===== src/rtl/mem_port_arbiter_pkg.sv =====
// Shared definitions for the unified-memory port arbiter: access-size codes
// and the arbiter state encoding.
package mem_port_arbiter_pkg;

   localparam int DMT_W = 3;

   localparam logic [DMT_W-1:0] DMT_WORD  = 3'b000;
   localparam logic [DMT_W-1:0] DMT_HALF  = 3'b001;
   localparam logic [DMT_W-1:0] DMT_HALFU = 3'b010;
   localparam logic [DMT_W-1:0] DMT_BYTE  = 3'b011;
   localparam logic [DMT_W-1:0] DMT_BYTEU = 3'b100;

   typedef enum logic [1:0] {
      ARB_IDLE  = 2'b00,
      ARB_FETCH = 2'b01,
      ARB_DATA  = 2'b10
   } arb_state_t;

endpackage


===== src/rtl/mem_port_arbiter_starve_cnt.sv =====
// Saturating count of consecutive data grants taken while a fetch is waiting.
module arb_starve_cnt #(
   parameter int STARVE_MAX = 4
) (
   input  logic clk,
   input  logic rst,
   input  logic inc,
   input  logic clr,
   output logic sat
);

   localparam int CW = (STARVE_MAX < 1) ? 1 : $clog2(STARVE_MAX + 1);

   logic [CW-1:0] cnt;

   assign sat = (cnt == CW'(STARVE_MAX));

   always_ff @(posedge clk) begin
      if (rst) begin
         cnt <= '0;
      end else if (clr) begin
         cnt <= '0;
      end else if (inc && !sat) begin
         cnt <= cnt + CW'(1);
      end
   end

endmodule


===== src/rtl/mem_port_arbiter.sv =====
// Arbitrates the IF fetch port and the MEM load/store port onto one
// single-ported memory with a ready-based handshake.
//
//   state     | meaning
//   ----------+-----------------------------------------------------------
//   ARB_IDLE  | no access in flight; one grant decision per cycle
//   ARB_FETCH | fetch access on the memory bus, waiting for mem_ready
//   ARB_DATA  | load/store access on the memory bus, waiting for mem_ready
module mem_port_arbiter
   import mem_port_arbiter_pkg::*;
#(
   parameter int AW         = 32,
   parameter int DW         = 32,
   parameter int STARVE_MAX = 4
) (
   input  logic             clk,
   input  logic             rst,
   input  logic             if_req,
   input  logic [AW-1:0]    if_addr,
   input  logic             if_flush,
   output logic             if_ack,
   output logic [DW-1:0]    if_rdata,
   input  logic             d_req,
   input  logic             d_we,
   input  logic [AW-1:0]    d_addr,
   input  logic [DW-1:0]    d_wdata,
   input  logic [DMT_W-1:0] d_dmtype,
   output logic             d_ack,
   output logic [DW-1:0]    d_rdata,
   output logic             mem_req,
   output logic             mem_we,
   output logic [AW-1:0]    mem_addr,
   output logic [DW-1:0]    mem_wdata,
   output logic [DMT_W-1:0] mem_dmtype,
   input  logic [DW-1:0]    mem_rdata,
   input  logic             mem_ready,
   output logic             stall
);

   arb_state_t state;
   logic       drop;
   logic       hold;
   logic       sat;
   logic       grant_d;
   logic       grant_i;

   // hold marks the ack cycle: the requester is still showing the request it
   // is being acked for, so no grant may be taken from it that cycle.
   always_comb begin
      grant_d = 1'b0;
      grant_i = 1'b0;
      if (state == ARB_IDLE && !hold) begin
         grant_d = d_req & (~sat | ~if_req);
         grant_i = ~grant_d & if_req & ~if_flush;
      end
   end

   arb_starve_cnt #(
      .STARVE_MAX(STARVE_MAX)
   ) u_starve (
      .clk(clk),
      .rst(rst),
      .inc(grant_d & if_req),
      .clr(grant_i | (grant_d & ~if_req)),
      .sat(sat)
   );

   always_ff @(posedge clk) begin
      if (rst) begin
         state      <= ARB_IDLE;
         drop       <= 1'b0;
         hold       <= 1'b0;
         mem_req    <= 1'b0;
         mem_we     <= 1'b0;
         mem_addr   <= '0;
         mem_wdata  <= '0;
         mem_dmtype <= DMT_WORD;
         if_ack     <= 1'b0;
         d_ack      <= 1'b0;
         if_rdata   <= '0;
         d_rdata    <= '0;
      end else begin
         if_ack <= 1'b0;
         d_ack  <= 1'b0;
         case (state)
            ARB_IDLE: begin
               hold <= 1'b0;
               if (grant_d) begin
                  state      <= ARB_DATA;
                  mem_req    <= 1'b1;
                  mem_we     <= d_we;
                  mem_addr   <= d_addr;
                  mem_wdata  <= d_wdata;
                  mem_dmtype <= d_dmtype;
               end else if (grant_i) begin
                  state      <= ARB_FETCH;
                  mem_req    <= 1'b1;
                  mem_we     <= 1'b0;
                  mem_addr   <= if_addr;
                  mem_wdata  <= '0;
                  mem_dmtype <= DMT_WORD;
               end
            end
            ARB_FETCH: begin
               if (mem_ready) begin
                  state   <= ARB_IDLE;
                  mem_req <= 1'b0;
                  hold    <= 1'b1;
                  drop    <= 1'b0;
                  if (!drop && !if_flush) begin
                     if_ack   <= 1'b1;
                     if_rdata <= mem_rdata;
                  end
               end else if (if_flush) begin
                  drop <= 1'b1;
               end
            end
            ARB_DATA: begin
               if (mem_ready) begin
                  state   <= ARB_IDLE;
                  mem_req <= 1'b0;
                  hold    <= 1'b1;
                  d_ack   <= 1'b1;
                  if (!mem_we) begin
                     d_rdata <= mem_rdata;
                  end
               end
            end
            default: begin
               state   <= ARB_IDLE;
               mem_req <= 1'b0;
            end
         endcase
      end
   end

   assign stall = (if_req & ~if_ack & ~if_flush) | (d_req & ~d_ack);

endmodule


===== config.mk =====
export PLATFORM = sky130hd
export DESIGN_NAME = mem_port_arbiter
export DESIGN_NICKNAME = d
export VERILOG_FILES = /design/src/rtl/mem_port_arbiter_pkg.sv /design/src/rtl/mem_port_arbiter_starve_cnt.sv /design/src/rtl/mem_port_arbiter.sv
export SDC_FILE = /design/constraint.sdc
export NUM_CORES = 1
export LEC_CHECK = 0
export ABC_AREA = 1
export ABC_CLOCK_PERIOD_IN_PS = 3600
export CAP_MARGIN = 20
export CELL_PAD_IN_SITES_DETAIL_PLACEMENT = 0
export CELL_PAD_IN_SITES_GLOBAL_PLACEMENT = 1
export CORE_ASPECT_RATIO = 0.9
export CORE_MARGIN = 2
export CORE_UTILIZATION = 30
export DETAILED_ROUTE_END_ITERATION = 12
export PLACE_DENSITY_LB_ADDON = 0.1
export RECOVER_POWER = 25
export SLEW_MARGIN = 10
export SYNTH_ARGS = -nofsm -noshare
export SYNTH_HDL_FRONTEND = slang
export SYNTH_SLANG_ARGS = --single-unit
export TNS_END_PERCENT = 1

===== constraint.sdc =====
create_clock -name clk -period 3.6 [get_ports clk]
set_input_delay 0.36 -clock clk [delete_from_list [all_inputs] [get_ports clk]]
set_output_delay 0.36 -clock clk [all_outputs]
set_load 0.05 [all_outputs]

# Yosys cells after proc, flatten, opt, wreduce, memory -nomap -nowiden
# Cells that the tools add are included.
# Widths: inputs -> output; s select.
[word_totals]
elab_cells = 85
out_inout_bits = 136
input_bits = 138
ff_bits = 142
[op_classes]
n_eq_ne = 5
reduce_logical = 21
addsub = 1
bitwise = 21
n_mux = 24
[ops]
columns = ["op", "count"]
rows = [
  ["$mux 32", 4],
  ["$mux 1", 12],
  ["$not 1->1", 10],
  ["$and 1x1->1", 8],
  ["$reduce_and 2->1", 4],
  ["$mux 2", 3],
  ["$mux 3", 2],
  ["$reduce_and 3->1", 2],
  ["$reduce_bool 2->1", 3],
  ["$reduce_or 2->1", 3],
  ["$logic_not 1->1", 4],
  ["$pmux 1 s2", 2],
  ["$pmux 2 s2", 1],
  ["$add 3x1->3 const B", 1],
  ["$eq 3x3->1 const B", 1],
  ["$logic_and 1x1->1", 3],
  ["$ne 3x3->1 const B", 1],
  ["$or 1x1->1", 3],
  ["$reduce_or 3->1", 1],
  ["$eq 2x1->1 const B", 1],
  ["$eq 2x2->1 const B", 1],
  ["$logic_not 2->1", 1],
  ["$ne 2x1->1 const B", 1],
]

# Logic depth before layout (Yosys ltp)
[depth]
word_depth = 11
ltp_mapped = 11
ltp_nobuf = 10

# Cells and area by module
# From an unflattened synthesis, not the netlist that was laid out.
[hier_totals]
hier_cells = 766
area_unflattened_um2 = 5629.1
[by_module_without_submodules]
columns = ["module", "seq_area_each_um2", "area_each_um2", "cells_each", "n_inst"]
rows = [
  ["mem_port_arbiter", 2782.7, 5454.0, 739, 1],
  ["arb_starve_cnt", 60.1, 175.2, 27, 1],
]

# Worst setup path after synthesis
# OpenSTA, ideal clock, no wires.
[synth_timing]
kind = "register to output"
from = "register if_ack"
to = "output port stall"
n_path_buf = 0
slack_ps = 1452
path_stages_with_launch = 2
required_time_ps = 3240
arrival_time_ps = 1788
cell_sequence = "dfxtp_1 -> o32ai_1"
[synth_between]
elab_chain_len = 4
[synth_lines]
columns = ["element", "line_no", "text"]
rows = [
  ["start: declaration", "mem_port_arbiter.sv:21", "output logic if_ack,"],
  ["start signal: assignment", "mem_port_arbiter.sv:78", "if_ack <= 1'b0;"],
  ["start signal: assignment", "mem_port_arbiter.sv:83", "if_ack <= 1'b0;"],
  ["start signal: assignment", "mem_port_arbiter.sv:111", "if_ack <= 1'b1;"],
  ["$not 1->1", "mem_port_arbiter.sv:137", "assign stall = (if_req & ~if_ack & ~if_flush) | (d_req & ~d_ack);"],
  ["$and 1x1->1 (2 in series)", "mem_port_arbiter.sv:137", ""],
  ["$or 1x1->1", "mem_port_arbiter.sv:137", ""],
  ["end: declaration", "mem_port_arbiter.sv:37", "output logic stall"],
]
# No other way between the ends.

# Final worst setup path
[layout_timing]
from = "input port if_req"
to = "output port stall"
[layout_between]
elab_chain_len = 3
[layout_lines]
columns = ["element", "line_no", "text"]
rows = [
  ["start: declaration", "mem_port_arbiter.sv:18", "input logic if_req,"],
  ["$and 1x1->1 (2 in series)", "mem_port_arbiter.sv:137", ""],
  ["$or 1x1->1", "mem_port_arbiter.sv:137", ""],
]
# No other way between the ends.

==> impl_metrics.py <==
metrics = {
    "power": {
        "p_sw_uw": 2316,
        "clock_power_share_pct": 30.5,
        "power_leakage_uw": 0.003606,
        "switching_share_pct": 38.99,
        "sequentialPowerShare_pct": 32.0,
        "share_comb_of_total_power_pct": 37.5,
        "intPower_uw": 3624,
        "cellPowerDensity_nw_per_um2": 657.7,
        "irDropWorstVdd_mv": 0.3311,
    },
    "cts": {
        "cts_inserted_buffers": 17,
        "cts-root-buf": "clkbuf_16",
        "path_clk_slew_ps": 60,
        "ctsHoldBuffers": 0,
        "cts_tree": "done",
        "postCtsSetupBuffers": 0,
        "clock_path_buffers": 2,
        "cts.repair.resized": 0,
        "cts.sink_count": 142,
        "htreeDepth": 4,
        "clock_latency_ps": 420,
    },
    "hold_path": {
        "hp-start": "mem_dmtype[0]$_SDFFE_PP0P_",
        "holdCritPathClass": "flop to flop",
        "worstHoldPathCells": 2,
        "hold_end": "mem_dmtype[0]$_SDFFE_PP0P_",
    },
    "job": {
        "cap_viol_max_count": 1,
    },
    "logic_synthesis": {
        "synth_area_leader_cell": "dfxtp_1",
        "netlist_area_um2": 5570,
        "synth_warnings": 0,
        "ys_ff_latch": 142,
        "synthCells": 755,
        "yosysSeqAreaShare_pct": 51.03,
        "synth_nets": 898,
        "synth_cell_types": 24,
        "syn_area_per_cell_um2": 7.378,
        "synth.area.top_cells": "dfxtp_1, nand2_1, a21oi_1, inv_1, nand3_1",
        "yosysTopAreaCellShare_pct": 51.03,
    },
    "critical_path": {
        "r2r-end": "mem_addr[11]$_SDFFE_PP0P_",
        "required_ps": 3240,
        "cp_max_fo": 3,
        "setup.reg_to_reg.worst_slack_ps": 1430,
        "crit_start": "if_req",
        "critPathCaptureType": "output pin",
        "critical_path_class": "input pin to output pin",
        "rr_worst_depth": 10,
        "timing.rr.start": "state[0]$_SDFFE_PP0P_",
        "start_kind": "input pin",
        "worstPathArrival_ps": 2040,
    },
    "global_routing": {
        "grt_pass1_vias": 5210,
        "grt_pass1_wl_mm": 28.24,
        "grt_antenna_before_repair": 0,
        "grt.overflow.total": 0,
        "grt_max_degree": 87,
        "grt_usage_pct": 18.19,
    },
    "timing": {
        "hold_viol_final": 0,
        "finalSetupViolCount": 0,
        "post-route-period-util_pct": 66.72,
        "maxSlewHeadroom_pct": -26.39,
        "skew_ps": 7.604,
        "worst_slew_pin_slew_ps": 1896,
        "slew_violations": 86,
        "rsz0062_at_grt": "no",
        "fmax_mhz": 416.4,
        "finalSetupTns_ps": 0,
        "min_period_ps": 2402,
    },
    "die": {
        "std_cell_rows": 47,
        "ios": 274,
        "die_h_um": 133.3,
        "die_area_um2": 19680,
        "start_util_pct": 30.46,
        "fp.dieW_um": 147.6,
        "core-area_um2": 18290,
    },
    "finish": {
        "layout.cells.most_common": "nand2_1",
        "layout-drive-gt1-share_pct": 5.496,
        "multiInputGateArea_um2": 2271,
        "layout_common_cells": "nand2_1, clkdlybuf4s50_1, dfxtp_1",
        "fillCellCount": 1859,
        "finish.instance_area_um2": 9030,
        "area_growth_pct": 62.11,
        "num_antenna_cells": 0,
        "regArea_um2": 2843,
        "fin_nets": 1150,
    },
    "placed_design": {
        "dpl_cell_area_um2": 8429,
        "dpl.hpwl_mm": 12.32,
        "place_congestion": 0.7148,
        "port_buffers": 273,
    },
    "route": {
        "first_iter_violations": 218,
        "wl_per_cell_um": 14.42,
        "drc": 0,
        "via_count": 5546,
        "totalWireLength_mm": 18.23,
        "drt.antenna.violating_nets": 0,
        "via_per_inst": 4.388,
        "drt-pass1-iter-count": 4,
    },
    "run_status": {
        "status": "finished with violations",
        "violations": "max-capacitance violations, max-slew violations",
    },
}
[sequential cells by signal, summed over array words and instances, names as in the netlist, 2 cells and up]
| signal | flops |
|---|---|
| u_starve.cnt | 3 |
| mem_wdata | 32 |
| state | 2 |
| d_rdata | 32 |
| mem_addr | 32 |
| mem_dmtype | 3 |
| if_rdata | 32 |
[synth_stat cells, drive strengths merged]
master,count
nand2,318
dfxtp,142
a21oi,139
inv,51
nand3,35
buf,30
clkbuf,18
nor2,10
ha,5
nand4,2
a211oi,1
a31oi,1
nor3,1
o32ai,1
xor2,1
[worst max-delay path: stages]
cell and delay [ps]:
clkdlybuf4s50_1 530, inv_1 100, o32ai_1 220, clkdlybuf4s50_1 840
[layer usage]
layer / vias to the layer above / routed length [um] / global-route usage (%)
met2: 205 / 7909 / 27.67
li1: 2893 / - / -
met1: 2436 / 7893 / 22.84
met3: 12 / 2244 / 9.075
met5: - / 0 / 0
met4: 0 / 179 / 5.021
[layout make-up]
cell class	count	area share, %
Clock buffer	19	4.905
Sequential cell	142	31.48
Inverter	51	2.120
Timing Repair Buffer	281	31.15
Clock inverter	12	1.801
Multi-Input combinational cell	514	25.15
Tap cell	245	3.395
[metrics by stage]
stage	cells	total power (uW)	hold slack [ps]	worst slack, ps	utilization [%]
after detailed placement	1233	4229	452.0	1188	46.09
after CTS	1264	6068	461.4	1191	49.40
after global placement	1233	4231	449.2	1197	46.09
after floorplan	755	3468	460.7	1452	-
final	1264	5939	455.9	1198	49.37
after global routing	1264	6270	471.1	1088	49.37
[kinds of logic after synthesis]
logic type | Yosys count | share of synthesized area [%]
flops | 142 | 51.03
simple gates | 366 | 25.97
buf+inv | 99 | 8.154
fa+ha+maj | 5 | 1.123
compound gates | 142 | 13.57
xor+xnor | 1 | 0.1573
[worst max-delay path by stage]
stage	endpoint	slack (ps)	cells after the start
after floorplan	stall	1450	1
after global placement	stall	1200	4
after detailed placement	stall	1190	4
after CTS	stall	1190	4
after global routing	mem_addr[13]$_SDFFE_PP0P_	1090	10
final	stall	1200	4
[power groups by stage]
stage / Sequential, uW / Clock (uW) / Combinational [uW]
CTS: 1910 / 1860 / 2300
global route: 1930 / 1930 / 2410
finish: 1900 / 1810 / 2230
detailed placement: 1940 / 0 / 2290
global placement: 1930 / 0 / 2300
floorplan: 2640 / 0 / 827
(Power assumes the default switching activity.)
